### config.mk
export PLATFORM = sky130hd
export DESIGN_NAME = grayscale_stream
export DESIGN_NICKNAME = d
export VERILOG_FILES = /design/src/rtl/grayscale_pkg.sv /design/src/rtl/gs_coef_lut.sv /design/src/rtl/grayscale_stream.sv
export SDC_FILE = /design/constraint.sdc
export NUM_CORES = 1
export LEC_CHECK = 0
export ABC_AREA = 1
export ABC_CLOCK_PERIOD_IN_PS = 14550
export CAP_MARGIN = 15
export CORE_MARGIN = 5
export CORE_UTILIZATION = 40
export CTS_CLUSTER_SIZE = 14
export DETAILED_ROUTE_END_ITERATION = 16
export GPL_TIMING_DRIVEN = 0
export HOLD_SLACK_MARGIN = 0.08
export SETUP_SLACK_MARGIN = 0.4
export SLEW_MARGIN = 30
export SYNTH_ARGS = -nofsm -noshare
export SYNTH_HDL_FRONTEND = slang
export SYNTH_SLANG_ARGS = --single-unit
### constraint.sdc
create_clock -name I_CLK -period 14.55 [get_ports I_CLK]
set_input_delay 2.91 -clock I_CLK [delete_from_list [all_inputs] [get_ports I_CLK]]
set_output_delay 2.91 -clock I_CLK [all_outputs]
set_load 0.01 [all_outputs]
### src/rtl/grayscale_pkg.sv
// Shared constants for the streaming RGB-to-grayscale converter:
// mode encodings, luma coefficient sets (1/256 units) and fixed-point scaling.
package grayscale_pkg;

    typedef enum logic [1:0] {
        GS_MODE_601   = 2'd0,
        GS_MODE_709   = 2'd1,
        GS_MODE_AVG   = 2'd2,
        GS_MODE_GREEN = 2'd3
    } gs_mode_t;

    typedef struct packed {
        logic [8:0] r;
        logic [8:0] g;
        logic [8:0] b;
    } gs_coef_t;

    // Each coefficient set sums to 256 so a full-scale white maps to full scale.
    localparam logic [8:0] GS_COEF_601_R   = 9'd77;
    localparam logic [8:0] GS_COEF_601_G   = 9'd150;
    localparam logic [8:0] GS_COEF_601_B   = 9'd29;
    localparam logic [8:0] GS_COEF_709_R   = 9'd54;
    localparam logic [8:0] GS_COEF_709_G   = 9'd183;
    localparam logic [8:0] GS_COEF_709_B   = 9'd19;
    localparam logic [8:0] GS_COEF_AVG_R   = 9'd85;
    localparam logic [8:0] GS_COEF_AVG_G   = 9'd86;
    localparam logic [8:0] GS_COEF_AVG_B   = 9'd85;
    localparam logic [8:0] GS_COEF_GREEN_R = 9'd0;
    localparam logic [8:0] GS_COEF_GREEN_G = 9'd256;
    localparam logic [8:0] GS_COEF_GREEN_B = 9'd0;

    localparam int GS_FRAC_BITS  = 8;
    localparam int GS_ROUND_BIAS = 128;

endpackage

### src/rtl/gs_coef_lut.sv
// Combinational lookup from coefficient-set select to the three luma weights.
module gs_coef_lut
    import grayscale_pkg::*;
(
    input  logic [1:0] i_mode,
    output gs_coef_t   o_coef
);

    // Decode the mode into its {R,G,B} weight triple.
    always_comb begin
        o_coef = '{r: GS_COEF_601_R, g: GS_COEF_601_G, b: GS_COEF_601_B};
        case (i_mode)
            GS_MODE_601:   o_coef = '{r: GS_COEF_601_R,   g: GS_COEF_601_G,   b: GS_COEF_601_B};
            GS_MODE_709:   o_coef = '{r: GS_COEF_709_R,   g: GS_COEF_709_G,   b: GS_COEF_709_B};
            GS_MODE_AVG:   o_coef = '{r: GS_COEF_AVG_R,   g: GS_COEF_AVG_G,   b: GS_COEF_AVG_B};
            GS_MODE_GREEN: o_coef = '{r: GS_COEF_GREEN_R, g: GS_COEF_GREEN_G, b: GS_COEF_GREEN_B};
            default:       o_coef = '{r: GS_COEF_601_R,   g: GS_COEF_601_G,   b: GS_COEF_601_B};
        endcase
    end

endmodule

### src/rtl/grayscale_stream.sv
// Streaming RGB-to-grayscale converter. Two-stage pipeline (multiply, then
// sum/round/shift/saturate) with a combinational ready chain so that a full
// pipe can still accept a beat in the same cycle the output is taken.
// Frame/line sideband travels alongside each pixel.
module grayscale_stream
    import grayscale_pkg::*;
#(
    parameter  int P_SUBPIXEL_DEPTH = 8,
    parameter  int P_ROUND          = 1,
    localparam int P_PIXEL_DEPTH    = 3 * P_SUBPIXEL_DEPTH
) (
    input  logic                        I_CLK,
    input  logic                        I_RESET,
    input  logic [P_PIXEL_DEPTH-1:0]    I_PIXEL,
    input  logic                        I_VALID,
    output logic                        O_READY,
    input  logic                        I_SOF,
    input  logic                        I_EOL,
    input  logic [1:0]                  I_MODE,
    output logic [P_SUBPIXEL_DEPTH-1:0] O_PIXEL,
    output logic                        O_VALID,
    input  logic                        I_READY,
    output logic                        O_SOF,
    output logic                        O_EOL
);

    localparam int N = P_SUBPIXEL_DEPTH;

    logic           w_en1;
    logic           w_en2;
    logic           w_accept;
    logic [1:0]     w_mode_eff;
    gs_coef_t       w_coef;
    logic [N+8:0]   w_prod_r;
    logic [N+8:0]   w_prod_g;
    logic [N+8:0]   w_prod_b;
    logic [N+9:0]   w_bias;
    logic [N+9:0]   w_sum;
    logic [N+9:0]   w_shift;
    logic [N-1:0]   w_gray;

    logic [1:0]     r_mode;
    logic           r_v1;
    logic [N+8:0]   r_prod_r;
    logic [N+8:0]   r_prod_g;
    logic [N+8:0]   r_prod_b;
    logic           r_sof1;
    logic           r_eol1;
    logic           r_v2;
    logic [N-1:0]   r_pix2;
    logic           r_sof2;
    logic           r_eol2;

    // Ready chain: a stage may load when it is empty or the stage after it moves.
    always_comb begin
        w_en2    = ~r_v2 | I_READY;
        w_en1    = ~r_v1 | w_en2;
        w_accept = I_VALID & w_en1;
    end

    // A SOF beat applies its own mode immediately; other beats use the held mode.
    always_comb begin
        w_mode_eff = I_SOF ? I_MODE : r_mode;
    end

    gs_coef_lut u_coef_lut (
        .i_mode (w_mode_eff),
        .o_coef (w_coef)
    );

    // Stage-1 products, zero-extended to N+9 bits so no partial product is lost.
    always_comb begin
        w_prod_r = (N+9)'(I_PIXEL[3*N-1:2*N]) * (N+9)'(w_coef.r);
        w_prod_g = (N+9)'(I_PIXEL[2*N-1:N])   * (N+9)'(w_coef.g);
        w_prod_b = (N+9)'(I_PIXEL[N-1:0])     * (N+9)'(w_coef.b);
    end

    // Mode register: latched only on an accepted start-of-frame beat.
    always_ff @(posedge I_CLK) begin
        if (I_RESET) begin
            r_mode <= 2'd0;
        end else if (w_accept && I_SOF) begin
            r_mode <= I_MODE;
        end
    end

    // Stage-1 valid bit.
    always_ff @(posedge I_CLK) begin
        if (I_RESET) begin
            r_v1 <= 1'b0;
        end else if (w_en1) begin
            r_v1 <= w_accept;
        end
    end

    // Stage-1 data and sideband; gated by r_v1 so no reset is needed.
    always_ff @(posedge I_CLK) begin
        if (w_en1) begin
            r_prod_r <= w_prod_r;
            r_prod_g <= w_prod_g;
            r_prod_b <= w_prod_b;
            r_sof1   <= I_SOF;
            r_eol1   <= I_EOL;
        end
    end

    // Sum, optional round-to-nearest, drop fraction bits, clamp to N bits.
    always_comb begin
        w_bias  = (P_ROUND != 0) ? (N+10)'(GS_ROUND_BIAS) : '0;
        w_sum   = (N+10)'(r_prod_r) + (N+10)'(r_prod_g) + (N+10)'(r_prod_b) + w_bias;
        w_shift = w_sum >> GS_FRAC_BITS;
        if (|w_shift[N+9:N]) begin
            w_gray = '1;
        end else begin
            w_gray = w_shift[N-1:0];
        end
    end

    // Stage-2 output register; holds while the downstream stalls.
    always_ff @(posedge I_CLK) begin
        if (I_RESET) begin
            r_v2   <= 1'b0;
            r_pix2 <= '0;
            r_sof2 <= 1'b0;
            r_eol2 <= 1'b0;
        end else if (w_en2) begin
            r_v2   <= r_v1;
            r_pix2 <= w_gray;
            r_sof2 <= r_sof1;
            r_eol2 <= r_eol1;
        end
    end

    // Output port mapping.
    always_comb begin
        O_READY = w_en1;
        O_VALID = r_v2;
        O_PIXEL = r_pix2;
        O_SOF   = r_sof2;
        O_EOL   = r_eol2;
    end

endmodule

==> metrics.txt <==
Antenna Cells=0; antenna violations before repair=0; pre-CTS WS=4.93 ns; hold crit path type=reg2reg; CTS tree=yes; VDD IR-drop max=0.145 mV; largest area contributor in the netlist=fa_1; Critical Path RT=14.61 ns; postcts setup bufs=0; top cells by area, synth=fa_1 (22%), ha_1 (21%), edfxtp_1 (17%), inv_1 (12%), nand2_1 (8.3%); DIE HEIGHT=163 um; CTS buffer count=9; critical path type=in2reg; vias in the first global route=6909; Setup TNS Final=0 ns; Synth Warn #=0; power density over the cells=219 mW/mm^2; crit-path max FO=12; core area=0.0233 sq mm; Skew-Pair Late Insertion Delay=0.33 ns; largest net degree at the start of global routing=51; Post-synth ARST share=0%; endpoints failing hold=0; drt total wl=19.5 mm; syn_nets=1414; min Tclk post-route=9.29 ns; Root Buffer Master=clkbuf_16; die area=0.0265 sq mm; Total Routing Usage GR=15.8%; Worst Setup End Kind=register; part of the Yosys area used for sequential elements=19.7%; Clk network pwr share=9.4%; sequential share of power=15.5%; starting density of the core=40.2%; Post-Syn Instances=1120; skew final=0.00734 ns; area growth from synthesis to layout=12.5%; unrepaired setup endpoints after global routing=false; Post-synth EDFFs=52; Detailed Place HPWL=17.1 mm; crit path DAT=9.35 ns; Netlist cell types=33; Peak Freq=0.108 GHz; status=finished clean; max-slew violations=0; global-route wire length before repair=33.7 mm; Most used DFF post-synth=edfxtp_1; clock sinks=66; deepest clock path buffer count=2; top-count cell post-synth=inv_1; antenna viol nets, final=0; number of hold buffers added after cts=0; num ports=44; Sw Ratio=50.9%; drt drc=0; Initial DRC Count=329; Sw Pwr=1.17 mW; CTS H-Tree Depth=3; post-synth top area share=22.1%; Setup violations, final=0; TritonRoute pass-1 iters=5; Slew Limit Headroom=48.7%; Clk pin slew, worst setup/hold paths=0.06 ns; Final WS setup=5.26 ns; Int Power=1.13 mW; Pleak=6.03 nW; type of origin of the critical path=primary input; Die W=163 um; Slew @ Worst Pin=0.770 ns; GRT overflow=0; Buffers on Ports=43; Final nets=1469; row cnt=56; Post-CTS Resized=0; Period Utilization, post-route=63.9%; syn_area_per_cell=8.35 sq um; routability-driven placement congestion ratio=0.847; Via density=4.48; vias=6716; share of cells above drive strength 1=3.31%; max-cap violation count=0; Netlist Area Pre-Place=0.00935 sq mm; Post-synth top cells=inv_1 (309), nand2_1 (206), ha_1 (159); DR WL/cell=13.0 um; Gate power share=75.2%; Seq cells post-synth=66
[routing by layer]
| metal | wire length [um] | up-vias | global-route usage, % | part of all wire (%) |
|---|---|---|---|---|
| met2 | 8780 | 120 | 25.5 | 45 |
| met3 | 640 | 17 | 1.62 | 3.3 |
| li1 | - | 3538 | - | - |
| met4 | 368 | 0 | 4.80 | 1.9 |
| met1 | 9680 | 3041 | 22.7 | 50 |
| met5 | 0 | - | 0 | 0 |
[cells in the final DEF (no fill, tap or decap), types with 3 or more instances in the layout]
master           count
clkdlybuf4s50_1     43
xnor2_1             14
nand3_1             31
a21oi_1             45
o21ai_0             23
fa_1               103
nor2_1              75
xor2_1              23
dfxtp_1             14
nand4_1              8
nand2_2              6
nor3_1               3
inv_1              309
ha_1               159
clkbuf_16            9
o21bai_1             4
o21ai_1              5
o21bai_2             4
nand2_1            205
a21o_1               4
edfxtp_1            52
clkbuf_1            14
[worst paths after layout]
| kind | from | end | slack, ns | depth (start not counted) |
|---|---|---|---|---|
| setup / recovery | I_SOF | r_prod_r[14]$_DFFE_PN_ | 5.26 | 20 |
| hold / removal | O_EOL$_SDFFE_PP0P_ | O_EOL$_SDFFE_PP0P_ | 0.48 | 2 |
| setup reg to reg | r_mode[0]$_SDFFE_PP0P_ | r_prod_r[14]$_DFFE_PN_ | 8.09 | 19 |
| hold reg to reg | O_EOL$_SDFFE_PP0P_ | O_EOL$_SDFFE_PP0P_ | 0.48 | 2 |
[through the flow]
stage	cell area [sq um]	hold WS [ns]	power [mW]	util, %	std cells
4_1_cts	10500	0.491	2.33	45.2	1499
3_5_place_dp	10200	0.480	2.09	43.9	1483
2_1_floorplan	9350	0.441	1.71	-	1120
6_report	10500	0.481	2.31	45.2	1499
3_3_place_gp	10200	0.449	2.09	43.8	1482
5_1_grt	10500	0.519	2.64	45.2	1499
[area by class of cell]
class	instances	area, sq um
clock inverters	7	77.6
fillers	2351	12700
plain buffers	14	52.6
clock buffers	9	225
repair buffers	44	458
well taps	319	399
inverters	311	1170
multi-input cells	729	6290
flip-flops and latches	66	1840
[power groups by stage]
stage | clock (mW) | sequential [mW] | combinational [mW]
2_1_floorplan | 0 | 0.349 | 1.36
3_3_place_gp | 0 | 0.362 | 1.73
3_5_place_dp | 0 | 0.364 | 1.73
4_1_cts | 0.223 | 0.360 | 1.75
5_1_grt | 0.233 | 0.366 | 2.04
6_report | 0.216 | 0.357 | 1.73
[logic make-up (layout without fill, tap and decap cells)]
kind of cell / count (synthesis) / in the layout / share of synthesized area (%)
AOI/OAI and AO/OA: 92 / 92 / 5.67
and+or+nand+nor: 338 / 338 / 14.8
adders and majority gates: 262 / 262 / 43.3
xor gates and xnor gates: 37 / 37 / 3.47
DFF: 66 / 66 / 19.7
buffers and inverters: 325 / 385 / 13.0
[state kept, by name (all words and copies together) (netlist names)]
| signal | count |
|---|---|
| O_EOL | 1 |
| O_PIXEL | 8 |
| O_SOF | 1 |
| O_VALID | 1 |
| r_eol1 | 1 |
| r_mode | 2 |
| r_prod_b | 16 |
| r_prod_g | 17 |
| r_prod_r | 17 |
| r_sof1 | 1 |
| r_v1 | 1 |
[worst max-delay path: stages]
cell and delay (ns):
clkdlybuf4s50_1 0.54, nand2_1 0.07, nand2_1 0.41, clkbuf_1 0.58, ha_1 0.26, clkbuf_1 0.32
clkbuf_1 0.63, nand2_1 0.24, fa_1 0.53, fa_1 0.58, fa_1 0.44, fa_1 0.50
inv_1 0.04, ha_1 0.35, nand2_1 0.09, o21a_1 0.18, nand2_1 0.10, a21oi_1 0.11
o21ai_0 0.29, xor2_1 0.13
(Power assumes the default switching activity.)
